$ cat src/rtl/hit_readout_pkg.sv
// ============================================================================
//  Module   : hit_readout_pkg
//  Purpose  : Shared widths, derived memory geometry, HCM word field offsets,
//             readout FSM state encoding and the HLM slot-select helper.
//  Revision : 1.0  initial release
// ============================================================================
`default_nettype none

package hit_readout_pkg;

  localparam int SSIDBITS         = 12;
  localparam int COLINDEXBITS     = 5;
  localparam int ROWINDEXBITS_HNM = SSIDBITS - COLINDEXBITS;
  localparam int NCOLS_HNM        = 2 ** COLINDEXBITS;
  localparam int NROWS_HNM        = 2 ** ROWINDEXBITS_HNM;

  localparam int HITINFOBITS      = 8;
  localparam int HITSPERROW       = 4;
  localparam int NCOLS_HLM        = HITSPERROW * HITINFOBITS;

  localparam int MAXHITNBITS      = 4;
  localparam int ROWINDEXBITS_HLM = 10;
  localparam int NCOLS_HCM        = ROWINDEXBITS_HLM + MAXHITNBITS;

  // HCM word layout: {hlm_addr, count}
  localparam int HCM_CNT_LSB      = 0;
  localparam int HCM_ADDR_LSB     = MAXHITNBITS;

  // Width of the emit slot index (0 .. HITSPERROW-1)
  localparam int KBITS            = $clog2(HITSPERROW);

  typedef enum logic [3:0] {
    S_IDLE     = 4'd0,
    S_HNM_REQ  = 4'd1,
    S_HNM_WAIT = 4'd2,
    S_SCAN     = 4'd3,
    S_HCM_REQ  = 4'd4,
    S_HCM_WAIT = 4'd5,
    S_HLM_REQ  = 4'd6,
    S_HLM_WAIT = 4'd7,
    S_EMIT     = 4'd8,
    S_DONE     = 4'd9
  } state_t;

  // Pick one hit info out of an HLM row; slot 0 is the most recent hit.
  function automatic logic [HITINFOBITS-1:0] hit_slot(
    input logic [NCOLS_HLM-1:0] row,
    input logic [KBITS-1:0]     k
  );
    return row[k*HITINFOBITS +: HITINFOBITS];
  endfunction

endpackage

`default_nettype wire

$ cat src/rtl/hit_readout_if.sv
// ============================================================================
//  Module   : hit_readout_if
//  Purpose  : Bundles the three storage-memory read ports (HNM, HCM, HLM) and
//             the valid/ready hit output stream.
//  Ports    : master - readout engine side (drives addresses and stream)
//             slave  - memories / consumer side
//  Revision : 1.0  initial release
// ============================================================================
`default_nettype none

interface hit_readout_if;
  import hit_readout_pkg::*;

  logic [ROWINDEXBITS_HNM-1:0] hnmAddr;
  logic [NCOLS_HNM-1:0]        hnmData;
  logic [SSIDBITS-1:0]         hcmAddr;
  logic [NCOLS_HCM-1:0]        hcmData;
  logic [ROWINDEXBITS_HLM-1:0] hlmAddr;
  logic [NCOLS_HLM-1:0]        hlmData;
  logic                        outValid;
  logic                        outReady;
  logic [SSIDBITS-1:0]         outSSID;
  logic [HITINFOBITS-1:0]      outHitInfo;
  logic                        outLast;

  modport master (
    output hnmAddr, input hnmData,
    output hcmAddr, input hcmData,
    output hlmAddr, input hlmData,
    output outValid, input outReady,
    output outSSID, output outHitInfo, output outLast
  );

  modport slave (
    input hnmAddr, output hnmData,
    input hcmAddr, output hcmData,
    input hlmAddr, output hlmData,
    input outValid, output outReady,
    input outSSID, input outHitInfo, input outLast
  );

endinterface

`default_nettype wire

$ cat src/rtl/hit_readout_prienc.sv
// ============================================================================
//  Module   : hit_readout_prienc
//  Purpose  : Combinational lowest-set-bit encoder for one HNM row mask.
//  Ports    : vec_i   - row mask (NCOLS_HNM bits)
//             idx_o   - index of the lowest set bit (0 when none)
//             found_o - 1 when any bit of vec_i is set
//  Revision : 1.0  initial release
// ============================================================================
`default_nettype none

module hit_readout_prienc
  import hit_readout_pkg::*;
(
  input  wire logic [NCOLS_HNM-1:0]    vec_i,
  output logic      [COLINDEXBITS-1:0] idx_o,
  output logic                         found_o
);

  // Walk from the top down so the last (lowest) set bit wins.
  always_comb begin
    idx_o   = '0;
    found_o = 1'b0;
    for (int i = NCOLS_HNM - 1; i >= 0; i--) begin
      if (vec_i[i]) begin
        idx_o   = COLINDEXBITS'(i);
        found_o = 1'b1;
      end
    end
  end

endmodule

`default_nettype wire

$ cat src/rtl/hit_readout.sv
// ============================================================================
//  Module   : hit_readout
//  Purpose  : Scans the Hits New Memory bitmap, looks up each flagged SSID in
//             the Hits Count Memory, fetches its Hits List Memory row and
//             streams the stored hit infos oldest first.
//  Ports    : clk, rst          - clock, asynchronous active-high reset
//             startReadout_i    - one-cycle start request
//             busy_o            - readout in progress
//             readoutDone_o     - one-cycle completion pulse
//             ssidCount_o       - SSIDs emitted this readout
//             overflowFlag_o    - sticky: a count exceeded HITSPERROW
//             countError_o      - sticky: flagged SSID had count 0
//             bus               - memory read ports + output stream (master)
//  Revision : 1.0  initial release
// ============================================================================
`default_nettype none

module hit_readout
  import hit_readout_pkg::*;
(
  input  wire logic          clk,
  input  wire logic          rst,
  input  wire logic          startReadout_i,
  output logic               busy_o,
  output logic               readoutDone_o,
  output logic [SSIDBITS-1:0] ssidCount_o,
  output logic               overflowFlag_o,
  output logic               countError_o,
  hit_readout_if.master      bus
);

  state_t                      state_q;
  logic [ROWINDEXBITS_HNM-1:0] row_q;
  logic [NCOLS_HNM-1:0]        mask_q;
  logic [SSIDBITS-1:0]         ssid_q;
  logic [KBITS-1:0]            k_q;
  logic [NCOLS_HLM-1:0]        hlmrow_q;

  logic [ROWINDEXBITS_HNM-1:0] hnmAddr_q;
  logic [SSIDBITS-1:0]         hcmAddr_q;
  logic [ROWINDEXBITS_HLM-1:0] hlmAddr_q;
  logic                        outValid_q;
  logic [SSIDBITS-1:0]         outSSID_q;
  logic [HITINFOBITS-1:0]      outHitInfo_q;
  logic                        outLast_q;
  logic                        busy_q;
  logic                        readoutDone_q;
  logic [SSIDBITS-1:0]         ssidCount_q;
  logic                        overflow_q;
  logic                        countErr_q;

  logic [COLINDEXBITS-1:0]     col_d;
  logic                        found_d;
  logic [MAXHITNBITS-1:0]      hcmCnt_d;
  logic [ROWINDEXBITS_HLM-1:0] hcmHlmAddr_d;
  logic [MAXHITNBITS-1:0]      clampCnt_d;
  logic [KBITS-1:0]            kLoad_d;
  logic [KBITS-1:0]            kDec_d;

  hit_readout_prienc u_prienc (
    .vec_i   (mask_q),
    .idx_o   (col_d),
    .found_o (found_d)
  );

  always_comb begin
    hcmCnt_d     = bus.hcmData[HCM_CNT_LSB  +: MAXHITNBITS];
    hcmHlmAddr_d = bus.hcmData[HCM_ADDR_LSB +: ROWINDEXBITS_HLM];
    clampCnt_d   = (hcmCnt_d > MAXHITNBITS'(HITSPERROW)) ?
                   MAXHITNBITS'(HITSPERROW) : hcmCnt_d;
    // Only meaningful when the count is non-zero (zero diverts to SCAN).
    kLoad_d      = KBITS'(clampCnt_d - 1'b1);
    kDec_d       = k_q - 1'b1;
  end

  always_ff @(posedge clk or posedge rst) begin
    if (rst) begin
      state_q       <= S_IDLE;
      row_q         <= '0;
      mask_q        <= '0;
      ssid_q        <= '0;
      k_q           <= '0;
      hlmrow_q      <= '0;
      hnmAddr_q     <= '0;
      hcmAddr_q     <= '0;
      hlmAddr_q     <= '0;
      outValid_q    <= 1'b0;
      outSSID_q     <= '0;
      outHitInfo_q  <= '0;
      outLast_q     <= 1'b0;
      busy_q        <= 1'b0;
      readoutDone_q <= 1'b0;
      ssidCount_q   <= '0;
      overflow_q    <= 1'b0;
      countErr_q    <= 1'b0;
    end else begin
      readoutDone_q <= 1'b0;
      case (state_q)
        S_IDLE: begin
          if (startReadout_i) begin
            row_q       <= '0;
            hnmAddr_q   <= '0;
            busy_q      <= 1'b1;
            ssidCount_q <= '0;
            overflow_q  <= 1'b0;
            countErr_q  <= 1'b0;
            state_q     <= S_HNM_REQ;
          end
        end
        S_HNM_REQ:  state_q <= S_HNM_WAIT;
        S_HNM_WAIT: begin
          mask_q  <= bus.hnmData;
          state_q <= S_SCAN;
        end
        S_SCAN: begin
          if (found_d) begin
            ssid_q    <= {row_q, col_d};
            hcmAddr_q <= {row_q, col_d};
            mask_q    <= mask_q & ~(NCOLS_HNM'(1) << col_d);
            state_q   <= S_HCM_REQ;
          end else if (&row_q) begin
            state_q <= S_DONE;
          end else begin
            row_q     <= row_q + 1'b1;
            hnmAddr_q <= row_q + 1'b1;
            state_q   <= S_HNM_REQ;
          end
        end
        S_HCM_REQ:  state_q <= S_HCM_WAIT;
        S_HCM_WAIT: begin
          if (hcmCnt_d == '0) begin
            countErr_q <= 1'b1;
            state_q    <= S_SCAN;
          end else begin
            if (hcmCnt_d > MAXHITNBITS'(HITSPERROW)) overflow_q <= 1'b1;
            k_q       <= kLoad_d;
            hlmAddr_q <= hcmHlmAddr_d;
            state_q   <= S_HLM_REQ;
          end
        end
        S_HLM_REQ:  state_q <= S_HLM_WAIT;
        S_HLM_WAIT: begin
          // Present the first (oldest) word straight from the bus so it is
          // valid on the first EMIT cycle.
          hlmrow_q     <= bus.hlmData;
          outValid_q   <= 1'b1;
          outSSID_q    <= ssid_q;
          outHitInfo_q <= hit_slot(bus.hlmData, k_q);
          outLast_q    <= (k_q == '0);
          state_q      <= S_EMIT;
        end
        S_EMIT: begin
          if (bus.outReady) begin
            if (k_q == '0) begin
              outValid_q  <= 1'b0;
              outLast_q   <= 1'b0;
              ssidCount_q <= ssidCount_q + 1'b1;
              state_q     <= S_SCAN;
            end else begin
              k_q          <= kDec_d;
              outHitInfo_q <= hit_slot(hlmrow_q, kDec_d);
              outLast_q    <= (kDec_d == '0);
            end
          end
        end
        S_DONE: begin
          readoutDone_q <= 1'b1;
          busy_q        <= 1'b0;
          state_q       <= S_IDLE;
        end
        default: state_q <= S_IDLE;
      endcase
    end
  end

  assign bus.hnmAddr    = hnmAddr_q;
  assign bus.hcmAddr    = hcmAddr_q;
  assign bus.hlmAddr    = hlmAddr_q;
  assign bus.outValid   = outValid_q;
  assign bus.outSSID    = outSSID_q;
  assign bus.outHitInfo = outHitInfo_q;
  assign bus.outLast    = outLast_q;
  assign busy_o         = busy_q;
  assign readoutDone_o  = readoutDone_q;
  assign ssidCount_o    = ssidCount_q;
  assign overflowFlag_o = overflow_q;
  assign countError_o   = countErr_q;

endmodule

`default_nettype wire
$ cat src/flat_wrapper.sv
// flat-port wrapper written by rule: the top's interface ports become plain ports
module hit_readout_flat import hit_readout_pkg::*;
  (clk, rst, startReadout_i, busy_o, readoutDone_o, ssidCount_o, overflowFlag_o, countError_o, bus_hnmAddr, bus_hnmData, bus_hcmAddr, bus_hcmData, bus_hlmAddr, bus_hlmData, bus_outValid, bus_outReady, bus_outSSID, bus_outHitInfo, bus_outLast);
  hit_readout_if bus_i ();
  input  wire logic clk;
  input  wire logic rst;
  input  wire logic startReadout_i;
  output logic busy_o;
  output logic readoutDone_o;
  output logic [SSIDBITS-1:0] ssidCount_o;
  output logic overflowFlag_o;
  output logic countError_o;
  output wire logic [$bits(bus_i.hnmAddr)-1:0] bus_hnmAddr;
  input wire logic [$bits(bus_i.hnmData)-1:0] bus_hnmData;
  output wire logic [$bits(bus_i.hcmAddr)-1:0] bus_hcmAddr;
  input wire logic [$bits(bus_i.hcmData)-1:0] bus_hcmData;
  output wire logic [$bits(bus_i.hlmAddr)-1:0] bus_hlmAddr;
  input wire logic [$bits(bus_i.hlmData)-1:0] bus_hlmData;
  output wire logic [$bits(bus_i.outValid)-1:0] bus_outValid;
  input wire logic [$bits(bus_i.outReady)-1:0] bus_outReady;
  output wire logic [$bits(bus_i.outSSID)-1:0] bus_outSSID;
  output wire logic [$bits(bus_i.outHitInfo)-1:0] bus_outHitInfo;
  output wire logic [$bits(bus_i.outLast)-1:0] bus_outLast;
  assign bus_hnmAddr = bus_i.hnmAddr;
  assign bus_i.hnmData = bus_hnmData;
  assign bus_hcmAddr = bus_i.hcmAddr;
  assign bus_i.hcmData = bus_hcmData;
  assign bus_hlmAddr = bus_i.hlmAddr;
  assign bus_i.hlmData = bus_hlmData;
  assign bus_outValid = bus_i.outValid;
  assign bus_i.outReady = bus_outReady;
  assign bus_outSSID = bus_i.outSSID;
  assign bus_outHitInfo = bus_i.outHitInfo;
  assign bus_outLast = bus_i.outLast;
  hit_readout u_core (.clk(clk), .rst(rst), .startReadout_i(startReadout_i), .busy_o(busy_o), .readoutDone_o(readoutDone_o), .ssidCount_o(ssidCount_o), .overflowFlag_o(overflowFlag_o), .countError_o(countError_o), .bus(bus_i));
endmodule
$ cat config.mk
export PLATFORM = sky130hd
export DESIGN_NAME = hit_readout_flat
export DESIGN_NICKNAME = d
export VERILOG_FILES = /design/src/rtl/hit_readout_pkg.sv /design/src/rtl/hit_readout_if.sv /design/src/rtl/hit_readout_prienc.sv /design/src/rtl/hit_readout.sv /design/src/flat_wrapper.sv
export SDC_FILE = /design/constraint.sdc
export NUM_CORES = 1
export LEC_CHECK = 0
export CELL_PAD_IN_SITES_DETAIL_PLACEMENT = 1
export CELL_PAD_IN_SITES_GLOBAL_PLACEMENT = 2
export CORE_MARGIN = 5
export CORE_UTILIZATION = 32
export DETAILED_ROUTE_END_ITERATION = 8
export HOLD_SLACK_MARGIN = 0.05
export MAX_ROUTING_LAYER = met4
export PLACE_DENSITY_LB_ADDON = 0.05
export SETUP_SLACK_MARGIN = 0.3
export SLEW_MARGIN = 20
export SYNTH_ARGS = -nofsm -noshare
export SYNTH_HDL_FRONTEND = slang
export SYNTH_SLANG_ARGS = --single-unit
$ cat constraint.sdc
create_clock -name clk -period 5.5 [get_ports clk]
set_input_delay 1.1 -clock clk [delete_from_list [all_inputs] [get_ports clk]]
set_output_delay 1.1 -clock clk [all_outputs]
set_load 0.02 [all_outputs]
# Word-level counts from Yosys, hierarchy flattened
# Cells that the tools add are included.
[classes]
add_sub_neg = 4
order_cmp = 1
n_eq_ne = 19
shift = 3
mux = 104
n_bitwise = 3
n_reduce_logical = 25
[ops]
columns = ["op", "count"]
rows = [
  ["two-way mux 5 bit", 32],
  ["one-hot mux 32 bit (2 select lines)", 1],
  ["variable part select 32 x 6 -> 8 bit", 2],
  ["two-way mux 1 bit", 42],
  ["two-way mux 12 bit", 3],
  ["one-hot mux 4 bit (9 select lines)", 1],
  ["AND 32 bit", 1],
  ["two-way mux 32 bit", 1],
  ["inverter 32 bit", 1],
  ["left shift 1 x 5 -> 32 bit (first input constant)", 1],
  ["one-hot mux 12 bit (2 select lines)", 1],
  ["two-way mux 7 bit", 3],
  ["two-way mux 4 bit", 5],
  ["equality test 4 x 3 -> 1 bit (second input constant)", 4],
  ["two-way mux 8 bit", 2],
  ["one-hot mux 8 bit (2 select lines)", 1],
  ["AND reduction 4 bit", 4],
  ["one-hot mux 7 bit (2 select lines)", 1],
  ["nonzero test 2 bit", 7],
  ["adder 12 x 1 -> 12 bit (second input constant)", 1],
  ["inequality test 2 bit (second input constant)", 6],
  ["AND reduction 3 bit", 4],
  ["one-hot mux 1 bit (2 select lines)", 5],
  ["AND reduction 2 bit", 5],
  ["other kinds (14)", 25],
]
[word_totals]
regBits = 137

# Longest topological paths before layout
# Gate-level depths: netlist (run 1).
[logic_depth]
word_depth = 37
ltp_mapped = 9
depth_no_buf = 8

# Cells and area by module
# From an unflattened synthesis (run 1), not the netlist that was laid out.
[hier_totals]
hier_cells = 616
hier_area_um2 = 6917.9
[modules_own_cells]
columns = ["mod", "instances", "cells_per_inst", "area_per_inst_um2", "seq_area_each_um2"]
rows = [
  ["hit_readout", 1, 551, 6547.5, 3428.3],
  ["hit_readout_prienc", 1, 65, 370.4, 0.0],
]

# Worst setup path after synthesis (run 1)
# Ideal clock, no wire load.
[synth_path]
kind = "in2reg"
startpoint = "input port bus_hcmData[3]"
endpoint = "register u_core.hlmAddr_q[0], in the netlist u_core.bus.hlmAddr[0]"
setup_time_ps = 125
t_arrival_ps = 2260
required_time_ps = 5375
slack_ps = 3115
cell_stages = 4
cell_sequence = "nor4_1 nor4_1 buf_2 mux2_2"
[synth_between]
elab_chain_len = 3
[synth_rtl]
columns = ["element", "line", "rtl"]
rows = [
  ["start, declared", "flat_wrapper.sv:16", "input wire logic [$bits(bus_i.hcmData)-1:0] bus_hcmData;"],
  ["logical NOT 4 bit", "hit_readout.sv:131", "if (hcmCnt_d == '0) begin"],
  ["inverter 1 bit (no line)", "-", ""],
  ["AND reduction 2 bit (no line)", "-", ""],
  ["end signal, assigned", "hit_readout.sv:137", "hlmAddr_q <= hcmHlmAddr_d;"],
  ["end, declared", "hit_readout.sv:41", "logic [ROWINDEXBITS_HLM-1:0] hlmAddr_q;"],
]
# Every way passes these cells.
# A chain may end at the register's enable or synchronous reset.

# Final worst setup path (run 1)
[layout_path]
startpoint = "register u_core.mask_q[23]"
endpoint = "register u_core.mask_q[16]"
[layout_between]
elab_chain_len = 29
[layout_rtl]
columns = ["element", "line", "rtl"]
rows = [
  ["start, declared", "hit_readout.sv:34", "logic [NCOLS_HNM-1:0] mask_q;"],
  ["start signal, assigned", "hit_readout.sv:112", "mask_q <= bus.hnmData;"],
  ["start signal, assigned", "hit_readout.sv:119", "mask_q <= mask_q & ~(NCOLS_HNM'(1) << col_d);"],
  ["two-way mux 5 bit (24 in series)", "hit_readout_prienc.sv:24", "if (vec_i[i]) begin"],
  ["left shift 1 x 5 -> 32 bit", "hit_readout.sv:119", ""],
  ["inverter 32 bit", "hit_readout.sv:119", ""],
  ["AND 32 bit", "hit_readout.sv:119", ""],
  ["two-way mux 32 bit", "hit_readout.sv:116", "if (found_d) begin"],
  ["one-hot mux 32 bit (2 select lines)", "hit_readout.sv:98", "case (state_q)"],
]
# Parallel ways exist; a longest one is shown, timed or not. The select of a mux whose other input is x is not followed.

==> results of run 1 <==
## state kept, by name, summed over array words and instances, names as in the netlist, 2 cells and up
| name | flops |
|---|---|
| u_core.bus.outSSID | 12 |
| u_core.bus.hlmAddr | 10 |
| u_core.row_q | 7 |
| u_core.mask_q | 32 |
| u_core.ssidCount_o | 12 |
| u_core.hlmrow_q | 32 |
| u_core.state_q | 4 |
| u_core.bus.outHitInfo | 8 |
| u_core.ssid_q | 12 |
| u_core.k_q | 2 |
## area by class of cell
cell class                      instances  area [um2]  share of cell area [%]
Clock buffer                           18         429                    4.61
Inverter                               10        42.5                   0.457
Multi-Input combinational cell        513        3290                    35.4
Clock inverter                         14         216                    2.32
Timing Repair Buffer                  158        1560                    16.7
Tap cell                              275         344                    3.69
Sequential cell                       137        3430                    36.8
## layer usage
metal	global-route usage [%]	part of all wire, %	wire length, um	vias up
met5	-	0	0	-
met4	4.79	1.1	237	0
met3	3.51	5.3	1150	17
met2	29.7	48	10500	146
met1	24.3	45	9810	2944
li1	-	-	-	2735
## stage by stage
step | utilization [%] | setup WS (ns)
2_1_floorplan | - | 0.732
3_3_place_gp | 41.1 | 2.40
3_5_place_dp | 41.1 | 2.32
4_1_cts | 44.1 | 2.63
5_1_grt | 44.2 | 2.47
6_report | 44.2 | 2.66
## worst paths after layout
check	endpoint	cells past startpoint	from	slack, ns
worst min register to register	u_core.hlmrow_q[12]	2	u_core.hlmrow_q[12]	0.47
max in group asynchronous	u_core.ssidCount_o[2]	3	rst	3.40
worst max register to register	u_core.mask_q[16]	6	u_core.mask_q[23]	2.66
worst max-delay path	u_core.mask_q[16]	6	u_core.mask_q[23]	2.66
min in group asynchronous	u_core.hlmrow_q[10]	2	rst	1.13
worst min-delay path	u_core.hlmrow_q[12]	2	u_core.hlmrow_q[12]	0.47
## where the power goes
group	switching [mW]	leakage, nW	internal [mW]	total (mW)
sequential	0.453	1.71	1.41	1.86
combinational	1.10	1.97	0.943	2.05
clock	0.465	0.315	0.809	1.27
## cell families (layout without fill, tap and decap cells)
kind of cell             Yosys count  in the layout  share of synthesized area (%)
AO/OA/AOI/OAI                    116            116                           11.5
XOR/XNOR                          14             14                           1.78
AND/OR/NAND/NOR                  316            316                           21.2
flip-flops                       137            137                           49.8
multiplexers                      63             63                           12.4
buffers and inverters             43            200                           2.58
adder cells (fa/ha/maj)            4              4                          0.727
## cells in the final DEF, fill, tap and decap left out, types with 3 or more instances in the layout
cell	instances
a211oi_1	3
a21oi_1	37
a221oi_1	4
a311oi_1	4
a31oi_1	3
and3_1	5
buf_4	9
bufinv_16	5
clkbuf_16	17
clkdlybuf4s50_1	148
clkinv_2	3
dfrtp_1	137
ha_1	4
inv_1	9
inv_6	5
mux2_2	18
mux2i_1	29
mux4_2	16
nand2_1	177
nand2b_1	5
nand3_1	11
nand4_1	3
nor2_1	61
nor2b_1	5
nor3_1	7
nor3b_1	6
nor4_1	6
nor4_2	5
o211ai_1	3
o21ai_0	24
o22ai_1	5
o311ai_0	3
o31ai_1	5
or3_1	4
xnor2_1	6
xor2_1	8
## tightest hold or removal path, cell delays in order, from the launching register on
cell	delay, ns
dfrtp_1	0.34
nand2_1	0.05
nand2_1	0.06
==> results.txt, run 1 <==
outcome = finished clean
crit-path leading delay family = simple AND/OR/NAND/NOR gates
Worst Path Required = 5.74 ns
Starting Density = 32.7%
Synth top area share = 49.8%
Static Leak = 3.99 nW
YS warnings = 0
width of the die = 157 um
setup TNS = 0 ns
Commonest cells post-synth = 177 x nand2_1, 137 x dfrtp_1, 62 x nor2_1
post-CTS sizing = 0
Cell Rows = 53
DR vias = 5842
total gr overflow = 0
num ports = 149
Worst Tran Pin Value = 1.03 ns
gpl congestion = 0.816
Tmin final = 2.84 ns
CTS buffer count = 17
Routed Antenna Nets = 0
# H-tree levels = 4
part of the cycle the worst path needs = 51.7%
Fin Clk Skew = 0.00746 ns
P&R area growth vs syn = 35.3%
largest net degree at the start of global routing = 62
syn nets = 779
layout cells sized above 1 = 11.4%
worst-skew pair later-pin latency = 0.42 ns
Placed Instances = 1092
GRT Util Overall = 18.5%
critical-path cell list = nor4_1 -> o31ai_1 -> a2111oi_4 -> o32ai_1 -> nor3_1 -> a221oi_1
Placed Area = 0.00866 mm2
count leader, synth = nand2_1
Clock Tree Buf Depth = 2
post-synthesis sequential area ratio = 49.8%
die area = 0.0246 mm2
clock sinks = 137
first-pass GRT wire length = 34.6 mm
#FFs+latches synth = 137
async set or reset register ratio after synthesis = 100%
clock transition at the registers of the reported paths = 0.06 ns
Worst Path Buf+Inv = 0
Max Cap Viol = 0
relative slew slack = 31.1%
WHS = 0.474 ns
Root Driver = clkbuf_16
Final Slew Violations = 0
area leader, netlist = dfrtp_1
Worst setup EP type = flip-flop
Core Area = 0.0211 mm2
final net count = 923
EDFF count, synth = 0
diode count = 0
top_reg_cell synth = dfrtp_1
critical path class = reg2reg
FMAX = 0.352 GHz
top post-synthesis cells by area = dfrtp_1 50%, nand2_1 9.6%, mux4_2 5.2%, mux2i_1 4.2%, nor2_1 3.4%
Fillers = 2359
Worst setup SP type = flip-flop
Syn Std Cell Area = 0.00689 mm2
Buffers on Ports = 148
CTS tree = built
DR WL/cell = 19.3 um
Final setup viols = 0
Synth cell types = 68
Critical Path Max Stage Delay = 0.88 ns
initial drt markers = 239
DRT Wirelength = 21.7 mm
DRC violations left = 0
post-CTS setup buffer count = 0
die height = 157 um
worst hold path class = reg2reg
vias in the first global route = 6314
CP max stage cell = nor3_1
Detailed Place HPWL = 16.0 mm
crit path max fanout = 8
RSZ-0062 raised after global routing = no
Final Instance Count excl. Fillers = 1125
CP arrival = 3.08 ns
via/cell ratio = 5.19
VDD IR max = 0.221 mV
DR pass1 iterations = 4
Total Power = 5.18 mW
final hold violations = 0
initial antenna violation count = 0
mean post-synth cell area = 9.94 um2
Mapped Cells = 693
final instance area = 0.00932 mm2
power per standard cell area = 556 mW/mm2
Hold-fix buffers, CTS = 0
Note: power is estimated with default switching activity, not from simulation.
==> run 2, diff against run 1 <==
clock period = 2.7 ns   (was 5.5 ns; I/O delays follow)
==> run 2 against run 1 <==
Net effect:
- count of clock-buffer cells in the layout up 1
- global-route usage is 0.56 points higher
- cell count increased by 2.6%
- first-iteration DRC count up 19%
- final area grew 2.5%
- sequential power is 98% higher
- power rose by 100%
- fmax grew 23%
- critical path depth unchanged
- clock power up 74%
- flip-flop and latch count unchanged
- critical path type unchanged
- critical endpoint unchanged
- largest cell class unchanged
==> results.txt, run 2 (same netlist as run 1, synthesis figures left out) <==
first-pass GRT wire length = 35.8 mm
FMAX = 0.433 GHz
GRT Util Overall = 19.1%
clock transition at the registers of the reported paths = 0.06 ns
Max Cap Viol = 0
DRC violations left = 0
Flop pwr share = 34.8%
Hold-fix buffers, CTS = 0
DR pass1 iterations = 4
DR WL/cell = 19.3 um
Int Pwr = 6.33 mW
Clock Tree Buf Depth = 2
relative slew slack = 56.4%
Starting Density = 32.7%
CP Launch Point = u_core.mask_q[21]
setup TNS = 0 ns
Routed Antenna Nets = 0
Static Leak = 4.12 nW
Core Area = 0.0211 mm2
Sw Share = 40.2%
# H-tree levels = 4
outcome = finished clean
VDD IR max = 0.507 mV
largest net degree at the start of global routing = 48
power per standard cell area = 1110 mW/mm2
CTS buffer count = 17
Worst Path Required = 3.02 ns
CTS tree = built
initial drt markers = 284
Regs by FF count = u_core.hlmrow_q (32), u_core.mask_q (32)
DRT Wirelength = 22.3 mm
Cell Rows = 53
vias in the first global route = 6431
CP arrival = 2.63 ns
met1 WL = 10.3 mm
clock sinks = 137
clock share of power = 20.8%
Routed met2 length = 11.0 mm
gpl congestion = 0.862
met3 WL = 830 um
reg2reg start = u_core.mask_q[21]
HP Start = u_core.hlmrow_q[12]
worst hold path class = reg2reg
Worst setup EP type = flip-flop
width of the die = 157 um
top sig layer = met4
initial antenna violation count = 0
Buffers on Ports = 148
commonest non-fill, non-tap cell in the layout = nand2_1
die area = 0.0246 mm2
Root Driver = clkbuf_16
layout cells sized above 1 = 15.5%
via/cell ratio = 5.14
WHS = 0.472 ns
final hold violations = 0
Worst Tran Pin Value = 0.650 ns
Worst setup SP type = flip-flop
switching pwr = 4.26 mW
diode count = 0
combinational share of power = 44.3%
Final Slew Violations = 0
critical path class = reg2reg
Fin Clk Skew = 0.00948 ns
Final setup viols = 0
DR vias = 5928
part of the cycle the worst path needs = 85.5%
Tmin final = 2.31 ns
final net count = 954
RSZ-0062 raised after global routing = yes
most frequent cells in the layout = 176 x nand2_1, 148 x clkdlybuf4s50_1, 137 x dfrtp_1, 61 x nor2_1, 39 x buf_4
num ports = 149
P&R area growth vs syn = 38.7%
total gr overflow = 0
crit path max fanout = 9
Detailed Place HPWL = 16.9 mm
die height = 157 um
worst-skew pair later-pin latency = 0.42 ns
[run 2: per-stage QoR]
step / cells / area (um2) / total power [mW] / worst slack, ns / util [%]
4_1_cts: 1150 / 9470 / 10.6 / 0.300 / 44.9
2_1_floorplan: 693 / 6890 / 6.35 / 0.438 / -
6_report: 1154 / 9550 / 10.6 / 0.391 / 45.3
3_3_place_gp: 1118 / 8880 / 8.14 / 0.130 / 42.1
3_5_place_dp: 1118 / 8880 / 8.28 / 0.147 / 42.1
5_1_grt: 1154 / 9550 / 11.3 / 0.276 / 45.3
[run 2: worst paths after layout]
path	end	slack [ns]	depth (start not counted)
worst max-delay path	u_core.mask_q[16]	0.39	6
worst min-delay path	u_core.hlmrow_q[12]	0.47	2
worst max register to register	u_core.mask_q[16]	0.39	6
min in group asynchronous	u_core.hlmrow_q[17]	0.54	2
worst min register to register	u_core.hlmrow_q[12]	0.47	2
max in group asynchronous	u_core.hlmrow_q[7]	1.46	3
[run 2: routing by layer]
| layer | track usage, % | vias to the layer above |
|---|---|---|
| met4 | 4.42 | 0 |
| met3 | 3.32 | 18 |
| met5 | - | - |
| met2 | 30.5 | 129 |
| li1 | - | 2801 |
| met1 | 25.5 | 2980 |
[run 2: power groups by stage]
| stage | combinational (mW) | clock, mW | sequential [mW] |
|---|---|---|---|
| floorplan | 2.59 | 0 | 3.77 |
| global placement | 4.52 | 0 | 3.62 |
| detailed placement | 4.62 | 0 | 3.67 |
| CTS | 4.68 | 2.27 | 3.67 |
| global route | 5.13 | 2.36 | 3.82 |
| finish | 4.69 | 2.21 | 3.69 |
[run 2: worst max-delay path, cell delays in order, from the launching register on]
cell	delay [ns]
dfrtp_1	0.52
or4_1	0.60
a211oi_1	0.28
nor2_1	0.09
a31oi_1	0.27
nor2_1	0.17
a221oi_1	0.28
[run 2: timing repair]
| action | 4_1_cts | 5_1_grt |
|---|---|---|
| setup endpoints to repair | 18 | 25 |
| gates cloned | 0 | 0 |
| endpoints found under the hold margin | 0 | 0 |
| pin swaps | 1 | 4 |
| resized for setup | 6 | 9 |
| setup buffers | 2 | 4 |
[run 2: area by class of cell]
class	count	area [um2]
multi-input cells	513	3370
inverters	10	41.3
fillers	2353	11500
repair buffers	189	1810
flip-flops and latches	137	3430
well taps	275	344
clock inverters	11	98.8
clock buffers	19	453
